==> src/rtl/audio_pkg.sv <==
// Shared constants for the chiptune generator: default parameters, note half-periods
// (in 25.175 MHz pixel-clock cycles) and the 16-step tune.
package audio_pkg;

  localparam int PWM_BITS_DEF    = 8;
  localparam int NOTE_FRAMES_DEF = 8;
  localparam int SEQ_LEN_DEF     = 16;
  localparam int VOL_DECAY_DEF   = 16;

  localparam logic [15:0] HP_REST = 16'd0;
  localparam logic [15:0] HP_C4   = 16'd48112;
  localparam logic [15:0] HP_E4   = 16'd38183;
  localparam logic [15:0] HP_G4   = 16'd32107;
  localparam logic [15:0] HP_C5   = 16'd24056;

  // A half-period of 0 marks a rest step.
  function automatic logic [15:0] note_rom(input logic [3:0] idx);
    logic [15:0] half;
    case (idx)
      4'd0:    half = HP_C4;
      4'd1:    half = HP_E4;
      4'd2:    half = HP_G4;
      4'd3:    half = HP_C5;
      4'd4:    half = HP_G4;
      4'd5:    half = HP_E4;
      4'd6:    half = HP_C4;
      4'd7:    half = HP_REST;
      4'd8:    half = HP_E4;
      4'd9:    half = HP_G4;
      4'd10:   half = HP_C5;
      4'd11:   half = HP_REST;
      4'd12:   half = HP_C5;
      4'd13:   half = HP_G4;
      4'd14:   half = HP_E4;
      default: half = HP_REST;
    endcase
    return half;
  endfunction

endpackage

==> src/rtl/audio_synth_pwm_dac.sv <==
// 1-bit PWM DAC: free-running counter, sample latched only at period wrap so the
// duty cycle never changes mid-period, and a mute gate on the registered output.
module audio_pwm_dac #(
  parameter int PWM_BITS = 8
) (
  input  logic                clk,
  input  logic                rst_n,
  input  logic [PWM_BITS-1:0] sample,
  input  logic                mute,
  output logic                audio_pwm
);

  logic [PWM_BITS-1:0] pwm_cnt_q, pwm_cnt_d;
  logic [PWM_BITS-1:0] sample_q, sample_d;
  logic                pwm_q, pwm_d;

  always_comb begin
    pwm_cnt_d = pwm_cnt_q + 1'b1;
    sample_d  = (pwm_cnt_q == '1) ? sample : sample_q;
    pwm_d     = ~mute & (pwm_cnt_q < sample_q);
  end

  always_ff @(posedge clk or negedge rst_n) begin
    if (!rst_n) begin
      pwm_cnt_q <= '0;
      sample_q  <= '0;
      pwm_q     <= 1'b0;
    end else begin
      pwm_cnt_q <= pwm_cnt_d;
      sample_q  <= sample_d;
      pwm_q     <= pwm_d;
    end
  end

  assign audio_pwm = pwm_q;

endmodule

==> src/rtl/audio_synth.sv <==
// Frame-locked chiptune generator: v_sync-paced step sequencer, square-wave oscillator
// and per-frame decaying volume envelope, feeding the PWM DAC.
module audio_synth
  import audio_pkg::*;
#(
  parameter int PWM_BITS    = PWM_BITS_DEF,
  parameter int NOTE_FRAMES = NOTE_FRAMES_DEF,
  parameter int SEQ_LEN     = SEQ_LEN_DEF,
  parameter int VOL_DECAY   = VOL_DECAY_DEF
) (
  input  logic       clk,
  input  logic       rst_n,
  input  logic       v_sync,
  input  logic       mute,
  output logic       audio_pwm,
  output logic [3:0] note_idx
);

  localparam int FC_W = (NOTE_FRAMES > 1) ? $clog2(NOTE_FRAMES) : 1;
  localparam logic [FC_W-1:0]     LAST_FRAME = FC_W'(NOTE_FRAMES - 1);
  localparam logic [3:0]          LAST_STEP  = 4'(SEQ_LEN - 1);
  localparam logic [PWM_BITS-1:0] DECAY      = PWM_BITS'(VOL_DECAY);

  logic                vsync_q, vsync_d;
  logic [FC_W-1:0]     frame_cnt_q, frame_cnt_d;
  logic [3:0]          note_idx_q, note_idx_d;
  logic [PWM_BITS-1:0] volume_q, volume_d;
  logic [15:0]         tone_cnt_q, tone_cnt_d;
  logic                square_q, square_d;
  logic                frame_tick, step_change;
  logic [15:0]         half;
  logic [PWM_BITS-1:0] sample;

  always_comb begin
    vsync_d     = v_sync;
    frame_tick  = vsync_q & ~v_sync;
    step_change = frame_tick && (frame_cnt_q == LAST_FRAME);
    half        = note_rom(note_idx_q);

    frame_cnt_d = frame_cnt_q;
    note_idx_d  = note_idx_q;
    volume_d    = volume_q;
    if (step_change) begin
      frame_cnt_d = '0;
      note_idx_d  = (note_idx_q == LAST_STEP) ? 4'd0 : note_idx_q + 4'd1;
      volume_d    = '1;
    end else if (frame_tick) begin
      frame_cnt_d = frame_cnt_q + 1'b1;
      volume_d    = (volume_q < DECAY) ? '0 : volume_q - DECAY;
    end

    // A new step always starts from a clean low phase, even if a toggle was due.
    tone_cnt_d = tone_cnt_q + 16'd1;
    square_d   = square_q;
    if (step_change || half == 16'd0) begin
      tone_cnt_d = '0;
      square_d   = 1'b0;
    end else if (tone_cnt_q == half - 16'd1) begin
      tone_cnt_d = '0;
      square_d   = ~square_q;
    end

    sample = square_q ? volume_q : '0;
  end

  always_ff @(posedge clk or negedge rst_n) begin
    if (!rst_n) begin
      vsync_q     <= 1'b1;
      frame_cnt_q <= '0;
      note_idx_q  <= '0;
      volume_q    <= '1;
      tone_cnt_q  <= '0;
      square_q    <= 1'b0;
    end else begin
      vsync_q     <= vsync_d;
      frame_cnt_q <= frame_cnt_d;
      note_idx_q  <= note_idx_d;
      volume_q    <= volume_d;
      tone_cnt_q  <= tone_cnt_d;
      square_q    <= square_d;
    end
  end

  audio_pwm_dac #(.PWM_BITS(PWM_BITS)) u_dac (
    .clk       (clk),
    .rst_n     (rst_n),
    .sample    (sample),
    .mute      (mute),
    .audio_pwm (audio_pwm)
  );

  assign note_idx = note_idx_q;

endmodule

==> config.mk <==
export PLATFORM = sky130hd
export DESIGN_NAME = audio_synth
export DESIGN_NICKNAME = d
export VERILOG_FILES = /design/src/rtl/audio_pkg.sv /design/src/rtl/audio_synth_pwm_dac.sv /design/src/rtl/audio_synth.sv
export SDC_FILE = /design/constraint.sdc
export NUM_CORES = 1
export LEC_CHECK = 0
export CAP_MARGIN = 20
export CORE_ASPECT_RATIO = 0.6
export CORE_MARGIN = 2
export CORE_UTILIZATION = 35
export CTS_BUF_LIST = sky130_fd_sc_hd__clkbuf_8 sky130_fd_sc_hd__clkbuf_16
export CTS_CLUSTER_SIZE = 30
export DETAILED_ROUTE_END_ITERATION = 16
export GPL_TIMING_DRIVEN = 0
export HOLD_SLACK_MARGIN = 0.02
export PLACE_DENSITY = 0.52
export SETUP_SLACK_MARGIN = 0.3
export SLEW_MARGIN = 20
export SYNTH_ARGS = -nofsm -noshare
export SYNTH_HDL_FRONTEND = slang
export SYNTH_HIERARCHICAL = 1
export SYNTH_SLANG_ARGS = --single-unit
==> constraint.sdc <==
create_clock -name clk -period 3.6 [get_ports clk]
set_input_delay 0.9 -clock clk [delete_from_list [all_inputs] [get_ports clk]]
set_output_delay 0.9 -clock clk [all_outputs]
set_load 0.01 [all_outputs]
==> impl_summary.log <==
INFO  metric initial_core_util = 0.367
INFO  metric status = finished clean
INFO  metric die-height = about 80 um
INFO  metric worstSkewPairLatency = around 0.29 ns
INFO  metric die_area = between 0.009 and 0.01 mm^2
INFO  metric layout-area-overhead-vs-synth = 22.4%
INFO  metric cts.root.buffer_cell = clkbuf_16
INFO  metric endpoint_kind = register
INFO  metric die_width = 127 um
INFO  metric clock_tree.htree_level_count = 2
INFO  metric grt_first_pass_wirelength = ~12000 um
INFO  metric drt-total-wl = 7480 um
INFO  metric criticalPathCategory = register to register
INFO  metric core_region_area = about 0.0087 mm^2
INFO  metric max_slew_margin = 0.566
INFO  metric dr.first_iter.drc_count = between 150 and 200
INFO  metric critical_path.most_common_cell = buf_6
INFO  metric grt_start_max_net_pins = 48
INFO  metric hold-path-cell-count = 2
INFO  metric cp_num_buf_inv = 4
INFO  metric report.final.slew_viol_count = 0
INFO  metric final_common_cell = dfrtp_1
INFO  metric route.antenna.remaining_nets = 0
INFO  metric cp.arrival = roughly 3.4 ns
INFO  metric synthesis.area = 0.00319 mm^2
INFO  metric critical_path.reg2reg.endpoint = tone_cnt_q[0]$_DFF_PN0_
INFO  metric diodes = 0
INFO  metric irDropWorstVdd = 0.268 mV
INFO  metric setup_total_negative_slack = 0 ns
INFO  metric clock_sink_count = 47
INFO  metric layout_min_cycle_time = between 3 and 4 ns
INFO  metric antenna_violations_before_repair = 0
INFO  metric ys_seq_area_frac = 0.371
INFO  metric layout.core_utilization = 0.450
INFO  metric yosys_most_used_dff = dfrtp_1
INFO  metric total_leakage_power = approximately 1.7 nW
INFO  metric min-delay-path-class = register to register
INFO  metric kind_of_launch_point_of_the_worst_setup_path = register
INFO  metric ys_types = between 60 and 70
INFO  metric final_design_area_excluding_fillers = between 0.003 and 0.004 mm^2
INFO  metric crit_path_max_incr_delay = about 0.39 ns
INFO  metric fmaxAchievable = 0.307 GHz
INFO  metric gpl.final_weighted_congestion = approximately 0.9
INFO  metric most_used_cells_in_the_layout_excluding_fill_and_tap_cells = dfrtp_1 (40), nand2_1 (31), nor2_1 (28), xor2_1 (20), buf_4 (20)
INFO  metric port-buffer-count = 8
INFO  metric first_global_vias = 2410
INFO  metric postPlaceCellArea = approximately 0.0034 mm^2
INFO  metric fin_crit_sh = 0.904
INFO  metric final-setup-viol-count = 0
INFO  metric synthesis.yosys.warnings = 6
INFO  metric cts.path.max_buffers = 2
INFO  metric clock_transition_at_the_registers_of_the_reported_paths = 0.07 ns
INFO  metric power.density = 636 mW/mm^2
INFO  metric max_slew.worst_pin.slew = roughly 0.65 ns
INFO  metric synthesized_instance_count = 338
INFO  metric cts-buffers-inserted = 5
INFO  metric critical_path_peak_fanout = 5
INFO  metric critical_path.slowest_cell = dfrtp_1
INFO  metric drt_drc_violations_left = 0
INFO  metric post_drt_via_cell_ratio = a little over 5
INFO  metric critical_path_required = about 3.8 ns
INFO  metric fin_hold_viols = 0
INFO  metric avgRoutedWirePerCell = between 15 and 20 um
INFO  metric globalRouteOverflowTotal = 0
INFO  metric io_pins = 9
INFO  metric routed-via-count = ~2500
INFO  metric nNetsFinal = 399
INFO  metric layout-drive-gt1-share = 0.233
INFO  metric grt_setup_unrepaired = yes
INFO  metric synth-edff-count = 0
INFO  metric r2r_cells = 15
INFO  metric detailed_place_hpwl = approximately 5200 um
INFO  metric maxCapViolations = 0
INFO  metric ys_async_sr_fraction = 1.00
INFO  metric tritoncts_clock_tree = built
INFO  metric worst-r2r-setup-slack = about 0.35 ns
INFO  metric fp-row-count = 26
INFO  metric critical_path.cell_chain = buf_6 > inv_8 > ha_4 > buf_6 > mux2i_4 > mux2_4 > ha_4 > xnor2_2 > or3_4 > a211oi_2 > nand4bb_1 > a2111o_1 > o21ai_4 > buf_6 > nor2_1
INFO  metric worst_hold_start = volume_q[2]$_DFFE_PN1P_
INFO  metric overall_fraction_of_global_route_tracks_in_use = 0.159
INFO  metric finClkSkew = slightly below 0.006 ns
INFO  metric timing.critical_path.max_delay_family = compound AO/OA/AOI/OAI gates
INFO  metric reg2reg_from = note_idx[1]$_DFFE_PN0P_
INFO  metric syn_avg_cell_area = about 9.4 um^2
INFO  metric synth_fp_nets = around 360
INFO  metric drt_pre_antenna_iters = 4
INFO  metric synth-seq-cells = 47
INFO  metric timing.hold.worst_endpoint = volume_q[2]$_DFFE_PN1P_
## cells by family after synthesis
logic type / synth area share
simple gates: 0.216
xor+xnor: 0.0823
buf+inv: 0.0447
mux: 0.0690
compound gates: 0.131
flops: 0.371
fa+ha+maj: 0.0862
## worst reg2reg max path: stages, from the launching register on
cell and delay, ns:
dfrtp_1 0.39, buf_6 0.14, inv_8 0.07, ha_4 0.13, buf_6 0.11, mux2i_4 0.06
mux2_4 0.28, ha_4 0.17, xnor2_2 0.13, or3_4 0.38, a211oi_2 0.24, nand4bb_1 0.15
a2111o_1 0.39, o21ai_4 0.26, buf_6 0.18, nor2_1 0.04
## flip-flops by register name, indices dropped and copies added, names as in the netlist
register         flops
square_q             1
tone_cnt_q          16
vsync_q              1
frame_cnt_q          3
u_dac/sample_q       8
u_dac/pwm_cnt_q      8
note_idx             4
u_dac/audio_pwm      1
volume_q             5
## synthesized netlist by cell type (2+ instances only)
cell type / number / area [um^2]
mux2_2: 12 / 135
mux2i_1: 4 / 40.0
xor2_1: 20 / 175
nand2b_1: 5 / 31.3
and2_1: 5 / 31.3
nand3_1: 15 / 75.1
dfrtp_1: 41 / 1030
buf_2: 4 / 20.0
o211ai_1: 5 / 37.5
nand2_1: 31 / 116
o41ai_1: 2 / 17.5
o21ai_0: 15 / 75.1
nor2_1: 34 / 128
o31ai_1: 2 / 15.0
a31oi_1: 3 / 18.8
or2_0: 3 / 18.8
nor3_1: 5 / 25.0
or2_1: 2 / 12.5
dfstp_2: 6 / 158
clkbuf_1: 5 / 18.8
nand3b_1: 2 / 15.0
xnor2_1: 10 / 87.6
nor4_1: 2 / 12.5
a22o_1: 2 / 17.5
inv_1: 16 / 60.1
or3_1: 5 / 31.3
ha_1: 22 / 275
mux4_2: 2 / 45.0
buf_4: 3 / 22.5
nor3b_1: 4 / 30.0
a21oi_1: 8 / 40.0
nor2b_1: 3 / 18.8
nor4b_1: 2 / 17.5
o211a_1: 2 / 20.0
a211oi_1: 4 / 30.0
and3_1: 6 / 37.5
## repair_timing
action                                  4_1_cts  5_1_grt
gates resized for setup                      25       23
pin swaps                                     4       15
endpoints found under the setup margin       17       17
cloned                                        1        0
buffers inserted                             10        9
hold buffers                                  0        0
## worst max path at each step
stage,startpoint,end,depth (start not counted)
2_1_floorplan,note_idx[1]$_DFFE_PN0P_,square_q$_DFFE_PN0P_,14
3_3_place_gp,note_idx[1]$_DFFE_PN0P_,tone_cnt_q[11]$_DFF_PN0_,15
3_5_place_dp,note_idx[1]$_DFFE_PN0P_,tone_cnt_q[9]$_DFF_PN0_,15
4_1_cts,note_idx[1]$_DFFE_PN0P_,tone_cnt_q[5]$_DFF_PN0_,15
5_1_grt,note_idx[1]$_DFFE_PN0P_,tone_cnt_q[4]$_DFF_PN0_,15
6_report,note_idx[1]$_DFFE_PN0P_,tone_cnt_q[0]$_DFF_PN0_,15
## power by group
part           total, W  leakage (nW)  switching (W)  internal (W)
sequential     0.000721         0.596      0.0000844      0.000636
combinational   0.00128          1.00       0.000683      0.000598
clock          0.000483        0.0723       0.000218      0.000265
## area by class of cell
type                    instances  area (um^2)
clock inverters                 3         27.5
flip-flops and latches         47         1180
well taps                     112          140
fillers                       837         4780
plain buffers                  13          101
multi-input cells             260         2010
clock buffers                   5          125
repair buffers                 28          235
inverters                      18         80.1
## stage by stage
stage | std cells | hold WS, ns | power, W | setup WS, ns
2_1_floorplan | 338 | 0.436 | 0.00146 | 0.321
3_3_place_gp | 458 | 0.449 | 0.00168 | -0.221
3_5_place_dp | 458 | 0.450 | 0.00170 | -0.220
4_1_cts | 477 | 0.461 | 0.00237 | 0.307
5_1_grt | 486 | 0.480 | 0.00267 | 0.218
6_report | 486 | 0.456 | 0.00248 | 0.347
## per-layer routing
layer	vias up	share of wire	global-route usage
met1	1202	0.54	0.246
met4	0	0.0057	0.0330
li1	1261	-	-
met2	59	0.40	0.217
met3	4	0.058	0.0448
met5	-	0	0
No activity file was read; power rests on OpenSTA's default activity.
